[src/rtl/vga_vram_arbiter_if.sv]
// Signal bundle between the VGA execute stage, scan controller, VRAM and the arbiter.
// slave modport is the arbiter side; master modport is the surrounding system side.
interface vga_vram_arbiter_if #(
   parameter int unsigned COLOR_W = 3,
   parameter int unsigned COORD_W = 8,
   parameter int unsigned ADDR_W  = 10
);
   logic               wr_valid;
   logic [COLOR_W-1:0] color;
   logic [COORD_W-1:0] row;
   logic [COORD_W-1:0] col;
   logic               wr_ready;
   logic               scan_req;
   logic [ADDR_W-1:0]  scan_addr;
   logic               scan_valid;
   logic [COLOR_W-1:0] scan_data;
   logic [ADDR_W-1:0]  vram_addr;
   logic               vram_we;
   logic [COLOR_W-1:0] vram_wdata;
   logic [COLOR_W-1:0] vram_rdata;
   logic               busy;
   logic               oob_err;

   modport slave (
      input  wr_valid, color, row, col, scan_req, scan_addr, vram_rdata,
      output wr_ready, scan_valid, scan_data, vram_addr, vram_we, vram_wdata, busy, oob_err
   );

   modport master (
      output wr_valid, color, row, col, scan_req, scan_addr, vram_rdata,
      input  wr_ready, scan_valid, scan_data, vram_addr, vram_we, vram_wdata, busy, oob_err
   );
endinterface

[src/rtl/vga_vram_arbiter.sv]
// Single-port VRAM arbiter: scan reads have strict priority, CPU pixel writes are FIFO-buffered.
// Define VGA_VRAM_ARB_BOUNDS_EN to discard out-of-range writes and flag them on oob_err.
module vga_vram_arbiter #(
   parameter int unsigned COLOR_W    = 3,
   parameter int unsigned COORD_W    = 8,
   parameter int unsigned COLS       = 32,
   parameter int unsigned ROWS       = 32,
   parameter int unsigned ADDR_W     = 10,
   parameter int unsigned FIFO_DEPTH = 4
) (
   input logic                clk,
   input logic                rst_n,
   vga_vram_arbiter_if.slave  bus
);
   localparam int unsigned PTR_W = $clog2(FIFO_DEPTH);
   localparam int unsigned CNT_W = PTR_W + 1;
   localparam int unsigned ENT_W = ADDR_W + COLOR_W;

   typedef enum logic [1:0] {S_IDLE, S_RD, S_WR} grant_t;

   logic [ENT_W-1:0]   mem [FIFO_DEPTH];
   logic [PTR_W-1:0]   wr_ptr, rd_ptr;
   logic [CNT_W-1:0]   count;
   logic [ADDR_W-1:0]  enq_addr;
   logic               full, empty, push, store, pop;
   grant_t             state_q, state_d;
   logic [ADDR_W-1:0]  addr_q, addr_d;
   logic [COLOR_W-1:0] wdata_q, wdata_d;
   logic               rd_pend, scan_valid_q;
   logic [COLOR_W-1:0] scan_data_q;

   assign full     = (count == CNT_W'(FIFO_DEPTH));
   assign empty    = (count == '0);
   assign push     = bus.wr_valid & ~full;
   assign enq_addr = ADDR_W'(32'(bus.row) * COLS + 32'(bus.col));

`ifdef VGA_VRAM_ARB_BOUNDS_EN
   logic in_range, oob_q;
   assign in_range = (32'(bus.row) < ROWS) && (32'(bus.col) < COLS);
   // Out-of-range writes still complete the handshake; they are just not stored.
   assign store    = push & in_range;

   always_ff @(posedge clk or negedge rst_n) begin
      if (!rst_n)                oob_q <= 1'b0;
      else if (push & ~in_range) oob_q <= 1'b1;
   end
   assign bus.oob_err = oob_q;
`else
   assign store       = push;
   assign bus.oob_err = 1'b0;
`endif

   always_ff @(posedge clk) begin
      if (store) mem[wr_ptr] <= {enq_addr, bus.color};
   end

   always_comb begin
      state_d = S_IDLE;
      addr_d  = addr_q;
      wdata_d = wdata_q;
      pop     = 1'b0;
      if (bus.scan_req) begin
         state_d = S_RD;
         addr_d  = bus.scan_addr;
      end else if (!empty) begin
         state_d = S_WR;
         pop     = 1'b1;
         addr_d  = mem[rd_ptr][ENT_W-1:COLOR_W];
         wdata_d = mem[rd_ptr][COLOR_W-1:0];
      end
   end

   always_ff @(posedge clk or negedge rst_n) begin
      if (!rst_n) begin
         wr_ptr  <= '0;
         rd_ptr  <= '0;
         count   <= '0;
         state_q <= S_IDLE;
         addr_q  <= '0;
         wdata_q <= '0;
      end else begin
         if (store) wr_ptr <= wr_ptr + 1'b1;
         if (pop)   rd_ptr <= rd_ptr + 1'b1;
         case ({store, pop})
            2'b10:   count <= count + 1'b1;
            2'b01:   count <= count - 1'b1;
            default: count <= count;
         endcase
         state_q <= state_d;
         addr_q  <= addr_d;
         wdata_q <= wdata_d;
      end
   end

   // Read address goes out after the grant edge; RAM data is captured one edge later.
   always_ff @(posedge clk or negedge rst_n) begin
      if (!rst_n) begin
         rd_pend      <= 1'b0;
         scan_valid_q <= 1'b0;
         scan_data_q  <= '0;
      end else begin
         rd_pend      <= (state_q == S_RD);
         scan_valid_q <= rd_pend;
         if (rd_pend) scan_data_q <= bus.vram_rdata;
      end
   end

   assign bus.wr_ready   = ~full;
   assign bus.busy       = ~empty;
   assign bus.vram_addr  = addr_q;
   assign bus.vram_we    = (state_q == S_WR);
   assign bus.vram_wdata = wdata_q;
   assign bus.scan_valid = scan_valid_q;
   assign bus.scan_data  = scan_data_q;
endmodule
[src/flat_wrapper.sv]
// flat-port wrapper written by rule: the top's interface ports become plain ports
module vga_vram_arbiter_flat 
#(
   parameter int unsigned COLOR_W    = 3,
   parameter int unsigned COORD_W    = 8,
   parameter int unsigned COLS       = 32,
   parameter int unsigned ROWS       = 32,
   parameter int unsigned ADDR_W     = 10,
   parameter int unsigned FIFO_DEPTH = 4
)
  (clk, rst_n, bus_wr_valid, bus_color, bus_row, bus_col, bus_scan_req, bus_scan_addr, bus_vram_rdata, bus_wr_ready, bus_scan_valid, bus_scan_data, bus_vram_addr, bus_vram_we, bus_vram_wdata, bus_busy, bus_oob_err);
  vga_vram_arbiter_if #(.COLOR_W(COLOR_W), .COORD_W(COORD_W), .ADDR_W(ADDR_W)) bus_i ();
  input logic clk;
  input logic rst_n;
  input wire logic [$bits(bus_i.wr_valid)-1:0] bus_wr_valid;
  input wire logic [$bits(bus_i.color)-1:0] bus_color;
  input wire logic [$bits(bus_i.row)-1:0] bus_row;
  input wire logic [$bits(bus_i.col)-1:0] bus_col;
  input wire logic [$bits(bus_i.scan_req)-1:0] bus_scan_req;
  input wire logic [$bits(bus_i.scan_addr)-1:0] bus_scan_addr;
  input wire logic [$bits(bus_i.vram_rdata)-1:0] bus_vram_rdata;
  output wire logic [$bits(bus_i.wr_ready)-1:0] bus_wr_ready;
  output wire logic [$bits(bus_i.scan_valid)-1:0] bus_scan_valid;
  output wire logic [$bits(bus_i.scan_data)-1:0] bus_scan_data;
  output wire logic [$bits(bus_i.vram_addr)-1:0] bus_vram_addr;
  output wire logic [$bits(bus_i.vram_we)-1:0] bus_vram_we;
  output wire logic [$bits(bus_i.vram_wdata)-1:0] bus_vram_wdata;
  output wire logic [$bits(bus_i.busy)-1:0] bus_busy;
  output wire logic [$bits(bus_i.oob_err)-1:0] bus_oob_err;
  assign bus_i.wr_valid = bus_wr_valid;
  assign bus_i.color = bus_color;
  assign bus_i.row = bus_row;
  assign bus_i.col = bus_col;
  assign bus_i.scan_req = bus_scan_req;
  assign bus_i.scan_addr = bus_scan_addr;
  assign bus_i.vram_rdata = bus_vram_rdata;
  assign bus_wr_ready = bus_i.wr_ready;
  assign bus_scan_valid = bus_i.scan_valid;
  assign bus_scan_data = bus_i.scan_data;
  assign bus_vram_addr = bus_i.vram_addr;
  assign bus_vram_we = bus_i.vram_we;
  assign bus_vram_wdata = bus_i.vram_wdata;
  assign bus_busy = bus_i.busy;
  assign bus_oob_err = bus_i.oob_err;
  vga_vram_arbiter #(.COLOR_W(COLOR_W), .COORD_W(COORD_W), .COLS(COLS), .ROWS(ROWS), .ADDR_W(ADDR_W), .FIFO_DEPTH(FIFO_DEPTH)) u_core (.clk(clk), .rst_n(rst_n), .bus(bus_i));
endmodule
[config.mk]
export PLATFORM = sky130hd
export DESIGN_NAME = vga_vram_arbiter_flat
export DESIGN_NICKNAME = d
export VERILOG_FILES = /design/src/rtl/vga_vram_arbiter_if.sv /design/src/rtl/vga_vram_arbiter.sv /design/src/flat_wrapper.sv
export SDC_FILE = /design/constraint.sdc
export NUM_CORES = 1
export LEC_CHECK = 0
export CAP_MARGIN = 20
export CELL_PAD_IN_SITES_DETAIL_PLACEMENT = 0
export CELL_PAD_IN_SITES_GLOBAL_PLACEMENT = 1
export CORE_ASPECT_RATIO = 1.75
export CORE_MARGIN = 3
export CORE_UTILIZATION = 25
export DETAILED_ROUTE_END_ITERATION = 16
export PLACE_DENSITY_LB_ADDON = 0.1
export SLEW_MARGIN = 25
export SYNTH_ARGS = -nofsm -noshare
export SYNTH_HDL_FRONTEND = slang
export SYNTH_SLANG_ARGS = --single-unit
[constraint.sdc]
create_clock -name clk -period 2.4 [get_ports clk]
set_input_delay 0.24 -clock clk [delete_from_list [all_inputs] [get_ports clk]]
set_output_delay 0.24 -clock clk [all_outputs]
set_load 0.02 [all_outputs]
Word level (Yosys, flattened, before mapping)
Memory sizes are Yosys's and may differ from the RTL's. Index checks and enable logic that the tools add are counted.

Multiply operators: 0. Divide/modulo/power cells: 0. Bitwise logic cells: 4. Shift operators: 0. Add/subtract/negate cells: 5. Reductions and logical operators: 3. Equal/unequal tests: 6. Order comparisons: 0. Mux-type cells: 9.

Operators with widths (count): two-way mux 10 bit (2); adder 10 x 8 -> 10 bit (1); one-hot mux 3 bit (2 select lines) (1); adder 2 x 1 -> 2 bit, second input constant (2); equality test 2 x 1 -> 1 bit, second input constant (2); equality test 2 bit, second input constant (2); two-way mux 1 bit (4); two-way mux 2 bit (2); adder 3 x 1 -> 3 bit, second input constant (1); equality test 3 bit, second input constant (1); zero test 3 bit (1); inverter 1 bit (3); subtractor 3 x 1 -> 3 bit, second input constant (1); != test 2 bit, second input constant (1); AND reduction 2 bit (1); nonzero test 2 bit (1); AND 1 bit (1).

Latch bits: 0. RAM bits: 52. ROM bits: 0. Logic and storage cells: 37. Flip-flop bits (word level): 27. Output and inout port bits: 21. Memories: 1.

Memory list: u_core.mem (words 4, bits a word 13, read ports 1, clocked after Yosys merged registers in 0, wr ports 1, RTL line vga_vram_arbiter.sv:21) `logic [ENT_W-1:0] mem [FIFO_DEPTH];`.

Longest topological paths before layout
Depth in word-level cells: 5. Mapped depth: 9. Mapped depth without buffers: 9.

Worst setup path before layout
OpenSTA, ideal clock, no wires.

Path type: reg-to-reg. From: reg u_core.count[0]. To: reg u_core.count[2]. Cell stages (with the launch flop): 10. Period minus slack after synthesis: 2094 ps. Buffers on the path: 0. Required time: 2321 ps. Setup time: 79 ps. Arrival time: 2015 ps. Path slack: 306 ps. Cell sequence: dfrtp_1 -> or3b_4 -> and2_4 -> inv_1 -> ha_1 -> inv_1 -> fa_1 -> xor2_1 -> nor2_1 -> xor2_1.

Cells in the longest elaborated chain, start to end: 5.

RTL lines: start, declared (RTL line vga_vram_arbiter.sv:23) `logic [CNT_W-1:0] count;`; start signal, assigned (RTL line vga_vram_arbiter.sv:85) `2'b10: count <= count + 1'b1;`; start signal, assigned (RTL line vga_vram_arbiter.sv:86) `2'b01: count <= count - 1'b1;`; start signal, assigned (RTL line vga_vram_arbiter.sv:87) `default: count <= count;`; equality test 3 bit * (RTL line vga_vram_arbiter.sv:32) `assign full = (count == CNT_W'(FIFO_DEPTH));`; inverter 1 bit *; named net bus_wr_ready (RTL line flat_wrapper.sv:22) `output wire logic [$bits(bus_i.wr_ready)-1:0] bus_wr_ready;`; AND 1 bit * (RTL line vga_vram_arbiter.sv:34) `assign push = bus.wr_valid & ~full;`; equality test 2 x 1 -> 1 bit or equality test 2 bit (tied branches) (RTL line vga_vram_arbiter.sv:84) `case ({store, pop})`; one-hot mux 3 bit (2 select lines) or nonzero test 2 bit (tied branches).

Mark *: on every way through the listed nets, which the timed path passes. The rest lies on a longest branch. A chain may end at the register's enable or synchronous reset.

Final worst setup path
From: reg u_core.count[0]. To: reg u_core.count[2].

Cells in the longest elaborated chain, start to end: 5.

RTL lines (RTL line): zero test 3 bit or equality test 3 bit (tied branches) (vga_vram_arbiter.sv:33, vga_vram_arbiter.sv:32); two-way mux 1 bit or inverter 1 bit (tied branches) (vga_vram_arbiter.sv:65, vga_vram_arbiter.sv:34); two-way mux 1 bit or AND 1 bit (tied branches) (vga_vram_arbiter.sv:62, vga_vram_arbiter.sv:34); equality test 2 x 1 -> 1 bit or equality test 2 bit (tied branches) (vga_vram_arbiter.sv:84); one-hot mux 3 bit (2 select lines) or nonzero test 2 bit (tied branches).

Parallel ways exist; a longest one is shown, timed or not.

==> flow_summary.json <==
{
  "async_reset_ff_frac": 0.342,
  "hold_path.class": "in2async",
  "drtPass1Iterations": 4,
  "row_count": 54,
  "cts.htree.levels": 3,
  "power.density_nw_per_um2": 1130,
  "synth.area.top_cells": "edfxtp_1, dfrtp_1, mux4_2, a21oi_1, ha_1",
  "fin_crit_ns": 2.16,
  "setup_violations": 0,
  "clkLatencyLatePin_ns": 0.33,
  "drc": 0,
  "numCtsBuffers": 9,
  "synth.largest_area_cell": "edfxtp_1",
  "slew_violations": 0,
  "grt_start_max_net_pins": 28,
  "maxCapViolCount": 0,
  "antenna_found_initial": 0,
  "syn_area_per_cell_um2": 16.9,
  "grtUsageTotal": 0.105,
  "critical_path_class": "reg2reg",
  "synth_top_area_frac": 0.484,
  "required_ns": 2.65,
  "ys_seq_elements": 79,
  "max_freq_mhz": 463,
  "ant_nets": 0,
  "cp_top_family": "simple AND/OR/NAND/NOR gates",
  "avgViaCountPerCell": 4.19,
  "clk_pin_slew_ns": 0.06,
  "outcome": "finished clean",
  "num_io_pins": 57,
  "drive_gt1_frac": 0.172,
  "wl_um": 7030,
  "core-area_um2": 12600,
  "overflow": 0,
  "min_period_over_period": 0.900,
  "fill_cells": 1296,
  "yosys_warnings": 0,
  "critical_path_buf_inv_count": 2,
  "synth_area_um2": 3230,
  "cts_setup_buffers": 0,
  "cp-end-kind": "flop",
  "tns_ns": 0,
  "synth.most_common_cell": "edfxtp_1",
  "cts_resized": 0,
  "register_area_um2": 2240,
  "layout.nets": 303,
  "clock_sinks": 79,
  "yosysUniqueCellTypes": 27,
  "cts_tree": "done",
  "die-height_um": 156,
  "multiInputGateArea_um2": 913,
  "wl_per_cell_um": 16.3,
  "yosysSeqAreaShare": 0.693,
  "synth-edff-count": 52,
  "fin_total_pwr_uw": 4810,
  "arrival_ns": 2.41,
  "clock_skew_ns": 0.00483,
  "gp_congestion": 0.656,
  "clk_path_buf_depth": 2,
  "syn2layout_area_growth_pct": 31.5,
  "port_buffers": 52,
  "start_util": 0.257,
  "synthCells": 191,
  "max-vdd-ir-drop_uv": 353,
  "dr.first_iter.drc_count": 97,
  "worstPathMaxFanout": 6,
  "ctsHoldBuffers": 0,
  "leakage_uw": 0.00160,
  "die_area_um2": 14400,
  "dp_hpwl_um": 4790,
  "rsz0062_at_grt": "false",
  "fin_util": 0.338,
  "synth-main-ff-cell": "edfxtp_1",
  "n_antenna_cell": 0,
  "synth_commonest_cells": "edfxtp_1, dfrtp_1, a21oi_1",
  "grt_pass1_wl_um": 11000,
  "syn-num-nets": 237,
  "die_w_um": 91.9,
  "grt_pass1_vias": 1896,
  "hold_violations": 0,
  "crit_path_cell_trace": "or3b_4 -> and2_4 -> inv_1 -> ha_1 -> inv_1 -> fa_1 -> xor2_1 -> nor2_1 -> xor2_1",
  "root_buffer": "clkbuf_16",
  "dr_total_vias": 1800,
  "cp_slowest_cell": "or3b_4",
  "critPathLaunchType": "flop",
  "slowest_delay_ns": 0.42
}
worst paths after layout:
path | from | to | slack (ns) | depth (start not counted)
setup / recovery | u_core.count[0] | u_core.count[2] | 0.24 | 9
min in group clk | u_core.state_q[1] | u_core.rd_pend | 0.42 | 1
max in group asynchronous | rst_n | u_core.bus.vram_addr[3] | 1.81 | 2
hold / removal | rst_n | u_core.bus.vram_wdata[0] | 0.30 | 2
hold reg to reg | u_core.state_q[1] | u_core.rd_pend | 0.42 | 1
setup reg to reg | u_core.count[0] | u_core.count[2] | 0.24 | 9
report_power, final:
group | total [µW] | switching, µW | internal [µW] | leakage [µW]
clock | 1190 | 501 | 685 | 0.000131
combinational | 1610 | 807 | 802 | 0.000675
sequential | 2020 | 169 | 1850 | 0.000791
total | 4810 | 1480 | 3330 | 0.00160
area by class of cell:
cell class / instances / share of cell area
clock buffer: 10 / 0.0539
clock inverter: 6 / 0.00648
inverter: 7 / 0.00619
multi-input combinational: 97 / 0.215
sequential: 79 / 0.527
tap: 168 / 0.0495
timing repair buffer: 63 / 0.142
cell families after synthesis:
family	Yosys count	share of synthesized area
buffers and inverters	15	0.0244
XOR/XNOR	9	0.0244
flip-flops	79	0.693
AND/OR/NAND/NOR	33	0.0562
multiplexers	21	0.120
AO/OA/AOI/OAI	23	0.0372
other	1	0.00116
adder cells (fa/ha/maj)	10	0.0434
layer usage:
layer / share of wire / GRT usage / vias up
met5: 0 / 0 / -
met4: 0.023 / 0.0532 / 0
met1: 0.39 / 0.120 / 902
li1: - / - / 834
met2: 0.53 / 0.180 / 53
met3: 0.053 / 0.0279 / 11
registers in the layout (all words and copies together) (netlist names):
name,cells
u_core.bus.vram_addr,10
u_core.wr_ptr,2
u_core.rd_pend,1
u_core.bus.scan_valid,1
u_core.bus.scan_data,3
u_core.rd_ptr,2
u_core.state_q,2
u_core.mem,52
u_core.count,3
u_core.bus.vram_wdata,3
placed cells by master (no fill, tap or decap), types with 5 or more instances in the layout:
cell type / n
clkdlybuf4s50_1: 52
edfxtp_1: 52
dfrtp_1: 27
a21oi_1: 21
nor2b_1: 12
mux4_2: 12
nand2_1: 11
buf_4: 11
clkbuf_16: 9
ha_1: 8
inv_1: 7
mux2_2: 6
xor2_1: 5
per-stage QoR:
| stage | cells | cell area, µm² | hold slack [ns] | setup WS (ns) |
|---|---|---|---|---|
| 3_5_place_dp | 414 | 3990 | 0.406 | 0.227 |
| 2_1_floorplan | 191 | 3230 | -0.0556 | 0.306 |
| 4_1_cts | 430 | 4250 | 0.317 | 0.207 |
| 3_3_place_gp | 414 | 3990 | 0.399 | 0.252 |
| 6_report | 430 | 4250 | 0.304 | 0.240 |
| 5_1_grt | 430 | 4250 | 0.341 | 0.124 |
Note: power is estimated with default switching activity, not from simulation.
